--- src/rtl/regfile_writeback.sv ---
// rtl/regfile_writeback.sv - register-file writeback arbiter with 4-entry write queue
//
// Purpose: accepts writeback requests from a load unit (mem, priority) and an
// ALU, queues them in order in a 4-entry FIFO and drains one write per cycle
// onto the register-file write port. Writes to x0 are acknowledged and dropped.
//
// Configuration macro: REGFILE_CLEAR_EN
//   defined   -> after reset a 32-cycle sweep writes zero to every register
//                (state CLEAR) before requests are accepted (state RUN).
//   undefined -> no sweep; the block is in RUN directly out of reset.
//
// Ports:
//   CLK, RESET                   clock, synchronous active-high reset
//   alu_valid/alu_rd/alu_data    ALU writeback request; alu_ready = accepted
//   mem_valid/mem_rd/mem_data    load writeback request; mem_ready = accepted
//   WE3, A3, WD3                 register-file write port
//   q_addr, q_pending            hazard query: a queued write targets q_addr
//   busy                         clearing or queue non-empty

module regfile_writeback (
    input  logic        CLK,
    input  logic        RESET,
    input  logic        alu_valid,
    input  logic [4:0]  alu_rd,
    input  logic [31:0] alu_data,
    output logic        alu_ready,
    input  logic        mem_valid,
    input  logic [4:0]  mem_rd,
    input  logic [31:0] mem_data,
    output logic        mem_ready,
    output logic        WE3,
    output logic [4:0]  A3,
    output logic [31:0] WD3,
    input  logic [4:0]  q_addr,
    output logic        q_pending,
    output logic        busy
);

    logic [4:0]  rd_q   [4];
    logic [31:0] data_q [4];
    logic [1:0]  wr_ptr_q, wr_ptr_d;
    logic [1:0]  rd_ptr_q, rd_ptr_d;
    logic [2:0]  count_q, count_d;

    logic        run;
    logic        clearing;
    logic        space;
    logic        accept_mem;
    logic        accept_alu;
    logic        enq;
    logic        deq;
    logic [4:0]  enq_rd;
    logic [31:0] enq_data;

`ifdef REGFILE_CLEAR_EN
    typedef enum logic {S_CLEAR, S_RUN} state_t;
    state_t     state_q, state_d;
    logic [4:0] clr_cnt_q, clr_cnt_d;

    always_ff @(posedge CLK) begin
        if (RESET) begin
            state_q   <= S_CLEAR;
            clr_cnt_q <= 5'd0;
        end else begin
            state_q   <= state_d;
            clr_cnt_q <= clr_cnt_d;
        end
    end

    // Sweep one register per cycle; leave CLEAR right after writing x31.
    always_comb begin
        state_d   = state_q;
        clr_cnt_d = clr_cnt_q;
        if (state_q == S_CLEAR) begin
            clr_cnt_d = clr_cnt_q + 5'd1;
            if (clr_cnt_q == 5'd31) begin
                state_d = S_RUN;
            end
        end
    end

    assign run      = (state_q == S_RUN);
    assign clearing = (state_q == S_CLEAR);
`else
    assign run      = 1'b1;
    assign clearing = 1'b0;
`endif

    // Full check uses the registered count: a same-cycle pop does not free a slot.
    assign space      = (count_q < 3'd4);
    assign mem_ready  = run && space;
    assign alu_ready  = run && space && !mem_valid;
    assign accept_mem = mem_valid && mem_ready;
    assign accept_alu = alu_valid && alu_ready;
    assign enq_rd     = accept_mem ? mem_rd   : alu_rd;
    assign enq_data   = accept_mem ? mem_data : alu_data;
    // x0 requests complete the handshake but never enter the queue.
    assign enq        = (accept_mem || accept_alu) && (enq_rd != 5'd0);
    assign deq        = run && (count_q != 3'd0);

    always_comb begin
        wr_ptr_d = wr_ptr_q;
        rd_ptr_d = rd_ptr_q;
        count_d  = count_q;
        if (enq) begin
            wr_ptr_d = wr_ptr_q + 2'd1;
        end
        if (deq) begin
            rd_ptr_d = rd_ptr_q + 2'd1;
        end
        count_d = count_q + {2'b00, enq} - {2'b00, deq};
    end

    always_ff @(posedge CLK) begin
        if (RESET) begin
            wr_ptr_q <= 2'd0;
            rd_ptr_q <= 2'd0;
            count_q  <= 3'd0;
        end else begin
            wr_ptr_q <= wr_ptr_d;
            rd_ptr_q <= rd_ptr_d;
            count_q  <= count_d;
        end
    end

    // Queue storage carries no reset; validity is tracked by count/pointers.
    always_ff @(posedge CLK) begin
        if (!RESET && enq) begin
            rd_q[wr_ptr_q]   <= enq_rd;
            data_q[wr_ptr_q] <= enq_data;
        end
    end

    always_comb begin
        WE3 = 1'b0;
        A3  = 5'd0;
        WD3 = 32'd0;
`ifdef REGFILE_CLEAR_EN
        if (state_q == S_CLEAR) begin
            WE3 = 1'b1;
            A3  = clr_cnt_q;
        end else
`endif
        if (count_q != 3'd0) begin
            WE3 = 1'b1;
            A3  = rd_q[rd_ptr_q];
            WD3 = data_q[rd_ptr_q];
        end
    end

    // An entry is live when its distance from the head is below the count.
    always_comb begin
        logic [1:0] off;
        q_pending = 1'b0;
        for (int i = 0; i < 4; i++) begin
            off = 2'(i) - rd_ptr_q;
            if (({1'b0, off} < count_q) && (rd_q[i] == q_addr) && (q_addr != 5'd0)) begin
                q_pending = 1'b1;
            end
        end
    end

    assign busy = clearing || (count_q != 3'd0);

endmodule
--- config.mk ---
export PLATFORM = sky130hd
export DESIGN_NAME = regfile_writeback
export DESIGN_NICKNAME = d
export VERILOG_FILES = /design/src/rtl/regfile_writeback.sv
export SDC_FILE = /design/constraint.sdc
export NUM_CORES = 1
export LEC_CHECK = 0
export BUFFER_PORTS_ARGS = -buffer_cell sky130_fd_sc_hd__buf_4
export CAP_MARGIN = 10
export CORE_ASPECT_RATIO = 1.25
export CORE_MARGIN = 2
export CORE_UTILIZATION = 43
export DETAILED_ROUTE_END_ITERATION = 8
export PLACE_DENSITY = 0.65
export SKIP_LAST_GASP = 1
export SLEW_MARGIN = 10
export SYNTH_ARGS = -nofsm -noshare
export SYNTH_HDL_FRONTEND = slang
export SYNTH_SLANG_ARGS = --single-unit
--- constraint.sdc ---
create_clock -name CLK -period 2.9 [get_ports CLK]
set_input_delay 0.29 -clock CLK [delete_from_list [all_inputs] [get_ports CLK]]
set_output_delay 0.29 -clock CLK [all_outputs]
set_load 0.02 [all_outputs]
== Word-level counts from Yosys, hierarchy flattened ==
Memory sizes are Yosys's and may differ from the RTL's. A register that Yosys moved wholly into a read port is not among the register bits.
Index checks and enable logic that the tools add are counted.

* Bits of input ports: 83
* RAM bits: 148
* Logic and storage cells: 56
* Memories: 2
* Output and inout bits: 42
* Flip-flop bits (word level): 7

{| class="wikitable"
|+ Memories
! name !! words !! bits a word !! rd ports !! clocked after memory_dff !! write ports !! RTL line !! RTL
|-
| data_q || 4 || 32 || 1 || 1 || 1 || 40 || <nowiki>logic [31:0] data_q [4];</nowiki>
|-
| rd_q || 4 || 5 || 5 || 1 || 1 || 39 || <nowiki>logic [4:0] rd_q [4];</nowiki>
|}

* Order comparisons: 5
* Equality and inequality tests: 4
* Muxes and demuxes: 15
* Reduce and logical (&&, ||, !) cells: 19
* $add $sub $neg: 8

{| class="wikitable"
|+ Operator list
! kind !! number
|-
| 32-bit 2-to-1 mux || 2
|-
| 5-bit equality test || 4
|-
| 1-bit logical AND || 13
|-
| 2-bit by 3-bit less-than comparator with 1-bit output || 4
|-
| 5-bit 2-to-1 mux || 2
|-
| 5-bit nonzero test || 2
|-
| 2-bit 2-to-1 mux || 4
|-
| 1-bit 2-to-1 mux || 7
|-
| 2-bit by 1-bit adder with 2-bit output, second input constant || 2
|-
| 1-bit by 2-bit subtractor with 2-bit output, first input constant || 2
|-
| 2-bit subtractor, first input constant || 2
|-
| 3-bit by 1-bit adder with 3-bit output || 1
|-
| 3-bit less-than comparator, second input constant || 1
|-
| 3-bit nonzero test || 1
|-
| 3-bit by 1-bit subtractor with 3-bit output || 1
|-
| 1-bit zero test || 2
|-
| 1-bit logical OR || 1
|}

== Logic depth before layout (Yosys ltp) ==
* Depth in word-level cells: 8
* Gate-level depth with buffers: 11

== Worst setup path after synthesis ==
Ideal clock, no wire load.

* Path kind: reg2reg
* From: register count_q[1]
* To: register count_q[2]
* Cell stages (with the launch flop): 12
* Arrival time: 2.219 ns
* Required time: 2.774 ns
* Path buffers: 1
* Path slack: 0.555 ns
* Cell sequence: dfxtp_1 -> nor3_1 -> inv_1 -> clkbuf_1 -> ha_1 -> inv_1 -> ha_1 -> inv_1 -> fa_1 -> xnor2_1 -> xnor2_1 -> nor2_1

* Longest elaborated chain between the ends: 7
* Elaborated cells on any way between the ends: 11

{| class="wikitable"
|+ Ends and longest elaborated chain
! item !! RTL line !! RTL
|-
| from (decl) || 43 || <nowiki>logic [2:0] count_q, count_d;</nowiki>
|-
| from (signal assigned) || 122 || <nowiki>count_q <= count_d;</nowiki>
|-
| 3-bit less-than comparator || 90 || <nowiki>assign space = (count_q < 3'd4);</nowiki>
|-
| 1-bit logical AND, on equally long branches || 93, 92 ||
|-
| 5-bit 2-to-1 mux or 1-bit logical AND (tied branches) || 95, 94 ||
|-
| 5-bit nonzero test or 1-bit logical OR (tied branches) || 98 || <nowiki>assign enq = (accept_mem || accept_alu) && (enq_rd != 5'd0);</nowiki>
|-
| 1-bit logical AND || 98 ||
|-
| 3-bit by 1-bit adder with 3-bit output || 111 || <nowiki>count_d = count_q + {2'b00, enq} - {2'b00, deq};</nowiki>
|-
| 3-bit by 1-bit subtractor with 3-bit output (*) || 111 ||
|}

Mark *: on every way between the ends. The rest lies on a longest branch, timed or not.
A chain may end at the register's enable or synchronous reset.

== Worst setup path in the final report ==
* From: register count_q[1]
* To: output port q_pending

* Longest elaborated chain between the ends: 7
* Elaborated cells on any way between the ends: 16

{| class="wikitable"
|+ Ends and longest elaborated chain
! item !! RTL line !! RTL
|-
| 2-bit by 3-bit less-than comparator with 1-bit output || 157 || <nowiki>if (({1'b0, off} < count_q) && (rd_q[i] == q_addr) && (q_addr != 5'd0)) begin</nowiki>
|-
| 1-bit logical AND (2 in series) || 157 ||
|-
| 1-bit 2-to-1 mux (3 in series) || 157 ||
|-
| 1-bit 2-to-1 mux (*) || 157 ||
|-
| to (decl) || 35 || <nowiki>output logic q_pending,</nowiki>
|}

Marks and branches as above.

==> run metrics <==
CTS Buffer Depth 2; RSZ-0062 raised after global routing false; initial drt markers 188; Leak 3.08 nW; syn nets 472; WP buf/inv 2; syn_area_per_cell 18.2 um2; Max Slew Vio Count 0; root buf cell clkbuf_16; # resized after CTS 0; Fillers 1,240; Crit path top cell by count a21oi_1; die width 117 um; drt via density 5.15; Die Ht 145 um; Synth warnings 0; DP HPWL 9340 um; fin crit period 2.46 ns; outcome finished clean; crit-path cells inv_1 -> ha_1 -> nor2b_1 -> a2111oi_0 -> a21oi_1 -> a21oi_1 -> buf_4; Vias 3,773; worst hold path class input port to flip-flop; starting density of the core 44.0%; total wire length 14,200 um; Cell variety after synth 33; CTS tree yes; Max transition margin 60.2%; critical path required time 2.61 ns; TritonCTS buffer count 17; H-tree depth 4; crit-path leading delay family compound AO/OA/AOI/OAI gates; share of cells above drive strength 1 47.0%; Total Routing Usage GR 17.6%; clock slew at reported path FFs 0.06 ns; largest net degree at the start of global routing 41; Worst setup EP type output port; first-pass GRT wire length 22,000 um; gpl congestion 0.829; sequential share of the synthesized area 67.2%; pwr dens 918 nW/um2; initial antenna violation count 0; crit path DAT 2.17 ns; Final ANT Viol Nets 0; Fmax achieved 406 MHz; critical path type flip-flop to output port; setup_tns 0 ns; hold buffer count at CTS 0; drt first pass iters 4; postcts setup bufs 0; Max-cap violations 0; clock sinks 157; ANT cells 0; setup ws final 0.439 ns; row count 51; CP Launch Type flip-flop; crit-path max FO 5; period utilization 84.8%; Final Hold Viols 0; synthesized area 6880 um2; slowest stage delay, CP 0.45 ns; final net count 602; worst slew pin tran 0.596 ns; DRC Markers 0; I/O Pins 125; gate count of the mapped netlist 378; Port Buf Inserts 124; Final Setup Violations 0; Area Growth Syn to Fin 26.0%; worst slack, placed 0.290 ns; post-DR wirelength/cell 19.3 um; grt total ovfl 0; die area 17,000 um2; clock latency on the worst-skew pair 0.41 ns; vias in the first global route 4,094; Max VDD drop 0.000461 V; flops & latches, synth 157; critical path's slowest cell a2111oi_0; CORE AREA 15,600 um2; Clock Skews 0.00538 ns
-- cell usage in the layout, fill, tap and decap left out, drive strengths merged --
cell / count
nand3b: 1
dfxtp: 9
clkinv: 6
o2111ai: 1
o21ai: 1
inv: 12
nand3: 1
and2: 41
nor4: 4
nor2b: 2
mux2i: 1
bufinv: 2
xor2: 12
nor2: 11
clkinvlp: 4
edfxtp: 148
nand2: 2
clkbuf: 18
a221oi: 2
xnor2: 13
a21oi: 6
or4: 1
a221o: 1
nand4: 2
mux2: 37
fa: 1
mux4: 37
buf: 133
a2111oi: 1
nor3: 1
ha: 10
-- cell usage after synthesis --
library cell / instances / share of area (%)
a2111oi_0: 1 / 0.13
a21oi_1: 6 / 0.44
a221o_1: 1 / 0.15
a221oi_1: 2 / 0.25
and2_1: 41 / 3.7
buf_2: 3 / 0.22
buf_4: 4 / 0.44
buf_6: 4 / 0.65
clkbuf_1: 10 / 0.55
clkbuf_2: 1 / 0.073
dfxtp_1: 9 / 2.6
edfxtp_1: 148 / 65
fa_1: 1 / 0.29
ha_1: 10 / 1.8
inv_1: 9 / 0.49
inv_2: 1 / 0.054
mux2_2: 37 / 6.1
mux2i_1: 1 / 0.15
mux4_2: 37 / 12
nand2_1: 1 / 0.054
nand2_2: 1 / 0.091
nand3_1: 1 / 0.073
nand3b_1: 1 / 0.11
nand4_1: 2 / 0.18
nor2_1: 11 / 0.60
nor2b_1: 2 / 0.18
nor3_1: 1 / 0.073
nor4_1: 4 / 0.36
o2111ai_1: 1 / 0.13
o21ai_0: 1 / 0.073
or4_1: 1 / 0.11
xnor2_1: 13 / 1.7
xor2_1: 12 / 1.5
-- state kept, by name (all words and copies together), names as in the netlist, named ones only --
name      count
rd_q         20
rd_ptr_q      2
count_q       3
data_q      128
wr_ptr_q      2
-- path summary, 6_finish.rpt --
check / cells after the start / to / slack, ns / from
max reg2reg: 10 / count_q[2] / 0.52 / count_q[2]
min: 2 / flip-flop / 0.10 / RESET
min reg2reg: 2 / flip-flop / 0.55 / rd_ptr_q[1]
max: 7 / q_pending / 0.44 / count_q[1]
-- through the flow --
| step | area (um2) | utilization (%) | power, mW | hold slack, ns | instances |
|---|---|---|---|---|---|
| 4_1_cts | 8670 | 55.4 | 8.06 | 0.0926 | 733 |
| 3_5_place_dp | 8100 | 51.8 | 5.92 | 0.530 | 701 |
| 3_3_place_gp | 8100 | 51.8 | 5.85 | 0.519 | 701 |
| 6_report | 8670 | 55.4 | 7.96 | 0.104 | 733 |
| 5_1_grt | 8670 | 55.4 | 8.36 | 0.103 | 733 |
| 2_1_floorplan | 6880 | - | 4.86 | 0.506 | 378 |
-- cell families after synthesis --
group,Yosys count,share of synthesized area (%)
XOR/XNOR,25,3.18
buffers and inverters,32,2.47
multiplexers,75,18.3
flip-flops,157,67.2
adder cells (fa/ha/maj),11,2.11
AND/OR/NAND/NOR,66,5.56
AO/OA/AOI/OAI,12,1.16
-- power by group --
group	internal [mW]	leakage [nW]	switching, mW
combinational	1.34	1.39	1.50
sequential	2.85	1.42	0.134
clock	1.26	0.270	0.869
-- area by class of cell --
cell class	instances	area [um2]	area share (%)
sequential	157	4630	53.4
multi-input combinational	189	2090	24.1
timing repair buffer	133	1070	12.4
clock buffer	18	429	4.95
tap	212	265	3.06
clock inverter	14	144	1.66
inverter	10	37.5	0.433
-- worst register-to-register path: cells and delay by family, from the launching register on --
family | cells | cell delay, ns
adder cells (fa/ha/maj) | 3 | 0.91
flip-flops | 1 | 0.38
XOR/XNOR | 2 | 0.36
AO/OA/AOI/OAI | 1 | 0.32
buffers and inverters | 3 | 0.26
AND/OR/NAND/NOR | 1 | 0.06
-- metal layers --
metal | up-vias | track usage (%) | share of wire [%]
li1 | 1726 | - | -
met1 | 1922 | 22.0 | 41
met3 | 19 | 3.54 | 4.4
met2 | 106 | 29.9 | 53
met4 | 0 | 6.71 | 2.0
met5 | - | 0 | 0
(Power assumes the default switching activity.)
